==> src/rtl/pq_traffic_gen.sv <==
// Traffic generator for the priority-queue device port: fills the queue with LFSR keys,
// then drains it, checking min-first ordering and insert/remove count conservation.
`timescale 1ns/1ps
module pq_traffic_gen #(
   parameter int unsigned   KW      = 8,
   parameter int unsigned   VW      = 8,
   parameter int unsigned   CW      = 8,
   parameter logic [KW-1:0] TAPS    = 8'hB8,
   parameter int unsigned   TIMEOUT = 64
) (
   input  logic          clk,
   input  logic          rst,
   input  logic          start,
   input  logic [CW-1:0] num_ops,
   input  logic [KW-1:0] seed,
   input  logic          busy,
   input  logic          full,
   input  logic          empty,
   input  logic [KW-1:0] kvo_key,
   input  logic [VW-1:0] kvo_val,
   output logic          ins,
   output logic          rem,
   output logic [KW-1:0] kvi_key,
   output logic [VW-1:0] kvi_val,
   output logic          done,
   output logic [7:0]    err_count,
   output logic [CW-1:0] ins_count,
   output logic [CW-1:0] rem_count,
   output logic          overflow
);

   localparam int unsigned TW = $clog2(TIMEOUT + 1);

   typedef enum logic [2:0] {StIdle, StFill, StGap, StDrain, StDone} state_t;

   state_t        state_q, state_d;
   logic          gap_drain_q, gap_drain_d;  // GAP returns to DRAIN when set, else FILL
   logic [CW-1:0] n_q, n_d;
   logic [KW-1:0] lfsr_q, lfsr_d;
   logic [KW-1:0] last_q, last_d;
   logic [TW-1:0] to_q, to_d;
   logic          ins_q, ins_d, rem_q, rem_d, done_q, done_d, ovf_q, ovf_d;
   logic [KW-1:0] key_q, key_d;
   logic [VW-1:0] val_q, val_d;
   logic [7:0]    err_q, err_d, err_sat;
   logic [CW-1:0] ins_cnt_q, ins_cnt_d, rem_cnt_q, rem_cnt_d;
   logic          unused_kvo_val;

   assign unused_kvo_val = ^kvo_val;
   assign err_sat = (err_q == 8'hFF) ? err_q : err_q + 8'd1;

   always_comb begin
      state_d     = state_q;
      gap_drain_d = gap_drain_q;
      n_d         = n_q;
      lfsr_d      = lfsr_q;
      last_d      = last_q;
      to_d        = to_q;
      ins_d       = 1'b0;
      rem_d       = 1'b0;
      done_d      = done_q;
      ovf_d       = ovf_q;
      key_d       = key_q;
      val_d       = val_q;
      err_d       = err_q;
      ins_cnt_d   = ins_cnt_q;
      rem_cnt_d   = rem_cnt_q;

      unique case (state_q)
         StIdle, StDone: begin
            if (start) begin
               n_d       = num_ops;
               lfsr_d    = (seed == '0) ? KW'(1) : seed;
               ins_cnt_d = '0;
               rem_cnt_d = '0;
               err_d     = '0;
               ovf_d     = 1'b0;
               to_d      = '0;
               if (num_ops != '0) begin
                  done_d  = 1'b0;
                  state_d = StFill;
               end else begin
                  done_d  = 1'b1;
                  state_d = StDone;
               end
            end
         end
         StFill: begin
            if (!busy) to_d = '0;
            if (ins_cnt_q == n_q) begin
               state_d = StDrain;
            end else if (full) begin
               ovf_d   = 1'b1;
               state_d = StDrain;
            end else if (!busy) begin
               ins_d       = 1'b1;
               key_d       = lfsr_q;
               val_d       = VW'(ins_cnt_q);
               ins_cnt_d   = ins_cnt_q + CW'(1);
               lfsr_d      = (lfsr_q >> 1) ^ (lfsr_q[0] ? TAPS : '0);
               gap_drain_d = 1'b0;
               state_d     = StGap;
            end else if (to_q == TW'(TIMEOUT - 1)) begin
               err_d   = err_sat;
               done_d  = 1'b1;
               state_d = StDone;
            end else begin
               to_d = to_q + TW'(1);
            end
         end
         StGap: begin
            state_d = gap_drain_q ? StDrain : StFill;
         end
         StDrain: begin
            if (!busy) begin
               to_d = '0;
               if (!empty) begin
                  rem_d  = 1'b1;
                  last_d = kvo_key;
                  // The first pop has no predecessor to compare against.
                  if ((rem_cnt_q != '0) && (kvo_key < last_q)) err_d = err_sat;
                  rem_cnt_d   = rem_cnt_q + CW'(1);
                  gap_drain_d = 1'b1;
                  state_d     = StGap;
               end else begin
                  if (rem_cnt_q != ins_cnt_q) err_d = err_sat;
                  done_d  = 1'b1;
                  state_d = StDone;
               end
            end else if (to_q == TW'(TIMEOUT - 1)) begin
               err_d   = err_sat;
               done_d  = 1'b1;
               state_d = StDone;
            end else begin
               to_d = to_q + TW'(1);
            end
         end
         default: state_d = StIdle;
      endcase
   end

   always_ff @(posedge clk) begin
      if (rst) begin
         state_q     <= StIdle;
         gap_drain_q <= 1'b0;
         n_q         <= '0;
         lfsr_q      <= KW'(1);
         last_q      <= '0;
         to_q        <= '0;
         ins_q       <= 1'b0;
         rem_q       <= 1'b0;
         done_q      <= 1'b0;
         ovf_q       <= 1'b0;
         key_q       <= '0;
         val_q       <= '0;
         err_q       <= '0;
         ins_cnt_q   <= '0;
         rem_cnt_q   <= '0;
      end else begin
         state_q     <= state_d;
         gap_drain_q <= gap_drain_d;
         n_q         <= n_d;
         lfsr_q      <= lfsr_d;
         last_q      <= last_d;
         to_q        <= to_d;
         ins_q       <= ins_d;
         rem_q       <= rem_d;
         done_q      <= done_d;
         ovf_q       <= ovf_d;
         key_q       <= key_d;
         val_q       <= val_d;
         err_q       <= err_d;
         ins_cnt_q   <= ins_cnt_d;
         rem_cnt_q   <= rem_cnt_d;
      end
   end

   assign ins       = ins_q;
   assign rem       = rem_q;
   assign kvi_key   = key_q;
   assign kvi_val   = val_q;
   assign done      = done_q;
   assign err_count = err_q;
   assign ins_count = ins_cnt_q;
   assign rem_count = rem_cnt_q;
   assign overflow  = ovf_q;

endmodule

==> config.mk <==
export PLATFORM = sky130hd
export DESIGN_NAME = pq_traffic_gen
export DESIGN_NICKNAME = d
export VERILOG_FILES = /design/src/rtl/pq_traffic_gen.sv
export SDC_FILE = /design/constraint.sdc
export NUM_CORES = 1
export LEC_CHECK = 0
export ABC_AREA = 1
export BUFFER_PORTS_ARGS = -buffer_cell sky130_fd_sc_hd__buf_2
export CAP_MARGIN = 20
export CORE_MARGIN = 2
export CORE_UTILIZATION = 40
export DETAILED_ROUTE_END_ITERATION = 10
export PLACE_DENSITY_LB_ADDON = 0.15
export SYNTH_ARGS = -nofsm -noshare
export SYNTH_HDL_FRONTEND = slang
export SYNTH_SLANG_ARGS = --single-unit
==> constraint.sdc <==
create_clock -name clk -period 1.5 [get_ports clk]
set_input_delay 0.15 -clock clk [delete_from_list [all_inputs] [get_ports clk]]
set_output_delay 0.15 -clock clk [all_outputs]
set_load 0.01 [all_outputs]
==> results of run 1 <==
## metrics by stage
step	setup TNS (ns)	hold slack, ns	util, %	instances	cell area (um2)
6_report	-2.80	0.0589	60.0	1011	6800
5_1_grt	-7.88	0.0894	60.0	1011	6800
4_1_cts	-0.928	0.0559	57.0	1003	6450
3_5_place_dp	-3.78	0.418	50.8	970	5750
3_3_place_gp	-2.34	0.410	50.8	970	5750
2_1_floorplan	-0.0801	0.298	-	691	4690
## critical path, stage by stage (launching register included)
cell	delay, ns
dfxtp_2	0.35
ha_4	0.16
nand2_4	0.06
nor2_4	0.12
nand2_4	0.07
nand2_2	0.05
nand2_1	0.04
nor2_1	0.10
nand2_1	0.11
nand2_4	0.14
nand2_4	0.08
inv_6	0.09
nand3_2	0.08
a21oi_2	0.14
## flip-flops by register name (all words and copies together) (netlist names)
register and count:
state_q 3, kvi_key 8, err_count 8, last_q 8
n_q 8, rem 1, to_q 7, overflow 1
lfsr_q 8, gap_drain_q 1, kvi_val 8, ins_count 8
rem_count 8, done 1, ins 1
## routing by layer
layer	GRT usage [%]	up-vias	share of wire (%)
met5	0	-	0
met4	10.9	0	3.5
met3	3.94	41	5.0
met2	39.0	156	47
met1	29.0	2398	44
li1	-	2593	-
## repair_timing
item                                    in CTS  in global routing
resized for setup                           74                101
pin swaps                                   27                 27
endpoints found under the setup margin      48                 69
cloned                                       2                  1
buffers inserted                            15                  7
## worst max-delay path by stage
stage                        end  cells past startpoint       from  slack [ns]
floorplan           err_count[4]                     13    to_q[1]       -0.01
global placement    err_count[6]                     12    to_q[1]       -0.10
detailed placement  err_count[6]                     10  last_q[5]       -0.14
CTS                 err_count[0]                     12    to_q[0]       -0.07
global route        err_count[5]                     13    to_q[0]       -0.24
finish              err_count[5]                     13    to_q[0]       -0.16
## where the power goes
group / internal, mW / total (mW) / switching, mW / leakage (nW)
registers: 2.23 / 2.35 / 0.120 / 0.652
clock network: 1.51 / 2.47 / 0.958 / 0.159
logic: 0.827 / 1.95 / 1.12 / 2.21
## layout by cell type (no fill, tap or decap), drive strengths merged
| cell | n |
|---|---|
| a211oi | 3 |
| a21oi | 78 |
| a311oi | 1 |
| a31oi | 2 |
| buf | 189 |
| bufinv | 2 |
| clkbuf | 10 |
| clkinv | 3 |
| clkinvlp | 3 |
| dfxtp | 79 |
| ha | 12 |
| inv | 84 |
| nand2 | 166 |
| nand3 | 62 |
| nand3b | 3 |
| nand4 | 11 |
| nor2 | 75 |
| nor3 | 7 |
| nor4 | 1 |
| o211ai | 1 |
| o21a | 1 |
| o21ai | 52 |
| o21bai | 1 |
| o31ai | 1 |
| or2 | 1 |
| xnor2 | 10 |
| xor2 | 10 |
## cell usage after synthesis (7+ instances only)
master | number | area, um2
nor2_1 | 68 | 255
nor3_1 | 7 | 35.0
nand2_1 | 158 | 593
inv_1 | 83 | 312
xnor2_1 | 10 | 87.6
nand4_1 | 11 | 68.8
a21oi_1 | 77 | 385
nand3_1 | 57 | 285
ha_1 | 12 | 150
xor2_1 | 10 | 87.6
dfxtp_1 | 79 | 1580
buf_6 | 7 | 78.8
clkbuf_1 | 13 | 48.8
o21ai_0 | 51 | 255
## kinds of logic after synthesis
logic type	count (synthesis)	synth area share (%)
simple gates	325	31.5
compound gates	140	15.9
buf+inv	115	11.0
flops	79	34.5
xor+xnor	20	3.82
fa+ha+maj	12	3.28
## final cells by class
class                   count  share of cell area, %
multi-input cells         498                   44.4
flip-flops and latches     79                   23.9
repair buffers            189                   19.2
inverters                  86                   5.04
clock buffers              10                   3.52
well taps                 143                   2.63
clock inverters             6                   1.38
==> flow_summary.yaml, run 1 <==
status:
  status: "complete, but fails checks"
  violations: "setup timing"
cts:
  holdBufCountCts: 0
  numCtsBuffers: 9
  htree_num_levels: 3
  cts_sinks: 79
  clockRootBuffer: "clkbuf_16"
  cts_tree: "done"
  clk-insertion-delay-late_ns: 0.35
  cts.clk_slew.worst_paths_ns: 0.07
  cts_buffer_depth: 2
logic_synthesis:
  synth_nets: 741
  async_flop_share_pct: 0
  postSynthAreaPerCell_um2: 6.63
  synthCells: 691
  yosys_register_bits: 79
  ys_seq_area_share_pct: 34.5
  yosysWarnings: 0
  synth_area_mm2: 0.00458
  synth_edf_count: 0
  ys.flop_type: "dfxtp_1"
  yosysUniqueCellTypes: 36
finish:
  seqCellArea_mm2: 0.00162
  n_antenna_cell: 0
  drive_gt1_share_pct: 40.3
  area_growth_pct: 48.3
  final_nets: 913
  nFillCells: 1068
  multi_input_area_mm2: 0.00302
placement:
  globalplace.congestion: 0.913
  place_hpwl_mm: 9.81
  pre_cts_slack_ns: -0.137
  port_buffers: 73
worst_setup_path:
  critPathLaunchType: "register"
  cp_max_fo: 5
  rr_startpoint: "to_q[0]"
  endpoint_kind: "register"
  reg2regPathDepth: 13
  r2r_end: "err_count[5]"
  required_ns: 1.79
  path_class: "register to register"
  crit_arrival_ns: 1.94
  reg2reg_setup_slack_ns: -0.16
detailed_routing:
  via_count: 5188
  wl_per_cell_um: 14.1
  drcViolationCount: 0
  first_iter_violations: 370
  viasPerCell: 5.13
  firstDrtPassIters: 5
  final_antenna_net_count: 0
  routed_wl_mm: 14.3
sta:
  setup_viol: 43
  worst_clock_skew_ns: 0.00890
  rsz0062_at_grt: "true"
  fin_ws_ns: -0.155
  max_slew_margin_pct: 64.6
  fmax_mhz: 604
  fin_crit_sh_pct: 110
  fin_crit_ns: 1.66
  worst_pin_slew_ns: 0.531
  slew_viol_final: 0
  hold_violations: 0
die:
  coreArea_mm2: 0.0113
  initial_core_util_pct: 40.5
  die_h_um: 111
  rows: 39
  ios: 82
  die_w_um: 111
  die_area_mm2: 0.0123
global_routing:
  overflow: 0
  antenna_found_initial: 0
  grt_pass1_wl_mm: 23.3
  grt_max_degree: 37
  grtUsageTotal_pct: 23.2
  grt_pass1_vias: 5003
power:
  power_mw: 6.77
  irDropWorstVdd_mv: 0.791
  leakage_nw: 3.02
  pwr_density_cell_mw_per_mm2: 997
hold_path:
  min_to: "last_q[0]"
  min_from: "kvo_key[0]"
  hold_path.class: "primary input to register"
  whs_path_depth: 3
job:
  cap_viol_max_count: 0
Power figures use the tool's default switching activity.
==> run 2: changes to the inputs <==
--- a/config.mk
+++ b/config.mk
@@ -12,6 +12,7 @@
 export CORE_UTILIZATION = 40
 export DETAILED_ROUTE_END_ITERATION = 10
 export PLACE_DENSITY_LB_ADDON = 0.15
+export SETUP_SLACK_MARGIN = 0.3
 export SYNTH_ARGS = -nofsm -noshare
 export SYNTH_HDL_FRONTEND = slang
 export SYNTH_SLANG_ARGS = --single-unit
==> run 2 against run 1 <==
Global-route usage increased by 1.1 points. Highest routed layer unchanged. Utilization rose by 8.2 points. The flow still finishes with violations (setup timing). Largest power group is now combinational logic. Sequential share of layout area is 2.7 points lower.
==> flow_summary.yaml, run 2 (same netlist as run 1, synthesis figures left out) <==
worst_setup_path:
  crit_arrival_ns: 1.95
  cp_max_fo: 5
  endpoint_kind: "register"
  worstSetupStartpoint: "to_q[1]"
  critPathLaunchType: "register"
  rr_startpoint: "to_q[1]"
  required_ns: 1.78
  path_class: "register to register"
global_routing:
  overflow: 0
  grt_pass1_wl_mm: 24.3
  grt_max_degree: 37
  antenna_found_initial: 0
  grt_pass1_vias: 5166
  grtUsageTotal_pct: 24.3
die:
  die_w_um: 111
  coreArea_mm2: 0.0113
  die_area_mm2: 0.0123
  rows: 39
  die_h_um: 111
  initial_core_util_pct: 40.5
  ios: 82
power:
  irDropWorstVdd_mv: 0.814
  swShare_pct: 34.7
  comb_power_share_pct: 33.9
  pwr_density_cell_mw_per_mm2: 914
  leakage_nw: 3.34
  seqPwrFrac_pct: 33.7
  power_mw: 7.06
  p_int_mw: 4.61
  clockPowerShare_pct: 32.5
  switchingPower_mw: 2.45
cts:
  cts.clk_slew.worst_paths_ns: 0.06
  cts_sinks: 79
  cts_tree: "done"
  cts_buffer_depth: 2
  clk-insertion-delay-late_ns: 0.36
  numCtsBuffers: 9
  htree_num_levels: 3
  clockRootBuffer: "clkbuf_16"
finish:
  drive_gt1_share_pct: 50.3
  n_antenna_cell: 0
  area_growth_pct: 68.6
  final_common_cell: "nand2_1"
  layout_common_cells: "125 x nand2_1, 87 x buf_4, 74 x inv_1, 72 x buf_2, 58 x dfxtp_1"
  final_nets: 938
placement:
  globalplace.congestion: 0.857
  place_hpwl_mm: 9.60
  port_buffers: 73
detailed_routing:
  first_iter_violations: 438
  viasPerCell: 5.20
  drcViolationCount: 0
  final_antenna_net_count: 0
  routed_wl_mm: 16.0
  firstDrtPassIters: 5
  via_count: 5390
  wl_per_cell_um: 15.5
sta:
  max_slew_margin_pct: 58.5
  fin_ws_ns: -0.169
  slew_viol_final: 0
  setup_viol: 52
  worst_pin_slew_ns: 0.622
  worst_clock_skew_ns: 0.00656
  fin_crit_sh_pct: 111
  fin_crit_ns: 1.67
  hold_violations: 0
  rsz0062_at_grt: "true"
  fmax_mhz: 599
  whs_ns: 0.0509
hold_path:
  min_from: "kvo_key[0]"
  hold_path.class: "primary input to register"
status:
  status: "complete, but fails checks"
  violations: "setup timing"
job:
  cap_viol_max_count: 0
[run 2: power by group through the flow]
stage | Sequential (mW) | Combinational [mW] | Clock, mW
after global routing | 2.39 | 2.57 | 2.40
after floorplan | 2.40 | 0.985 | 0
after CTS | 2.35 | 1.92 | 2.30
after global placement | 2.38 | 1.53 | 0
after detailed placement | 2.39 | 1.55 | 0
final | 2.38 | 2.39 | 2.29
[run 2: worst paths after layout]
kind | end | slack [ns] | depth (start not counted)
setup reg to reg | done | -0.17 | 12
hold / removal | last_q[0] | 0.05 | 3
setup / recovery | done | -0.17 | 12
hold reg to reg | kvi_key[2] | 0.44 | 2
[run 2: final cells by class]
type | instances | area (um2)
clock inverters | 5 | 56.3
multi-input cells | 499 | 3490
fillers | 892 | 3600
clock buffers | 11 | 243
flip-flops and latches | 79 | 1640
inverters | 86 | 360
well taps | 143 | 179
repair buffers | 213 | 1760
[run 2: through the flow]
step | setup TNS (ns) | std cells | setup slack, ns | util (%) | area, um2
after global placement | -1.93 | 975 | -0.112 | 51.6 | 5840
after global routing | -8.32 | 1036 | -0.280 | 68.2 | 7720
after detailed placement | -2.48 | 975 | -0.167 | 51.6 | 5840
final | -3.50 | 1036 | -0.169 | 68.2 | 7720
after CTS | -1.31 | 1023 | -0.101 | 61.8 | 7000
after floorplan | -0.0752 | 691 | -0.0141 | - | 4770
[run 2: critical path: stages, from the launching register on]
cell and delay, ns:
dfxtp_2 0.36, ha_4 0.16, nand2_4 0.05, nor2_4 0.11
nand2_4 0.08, nand2_2 0.06, nand2_1 0.05, nor2_1 0.10
nand2_1 0.10, nand2_4 0.13, buf_6 0.13, nand4_1 0.09
a21oi_1 0.16
[run 2: layer usage]
metal | track usage, % | wire length, um | vias up
li1 | - | - | 2646
met1 | 29.4 | 6680 | 2545
met2 | 41.1 | 8070 | 149
met3 | 4.87 | 670 | 50
met4 | 12.3 | 600 | 0
met5 | 0 | 0 | -
[run 2: repair_timing]
item | in CTS | in global routing
gates cloned | 5 | 3
buffers inserted | 27 | 10
hold buffers | 0 | 0
pin swaps | 28 | 43
endpoints found under the setup margin | 71 | 76
gates resized for setup | 161 | 149
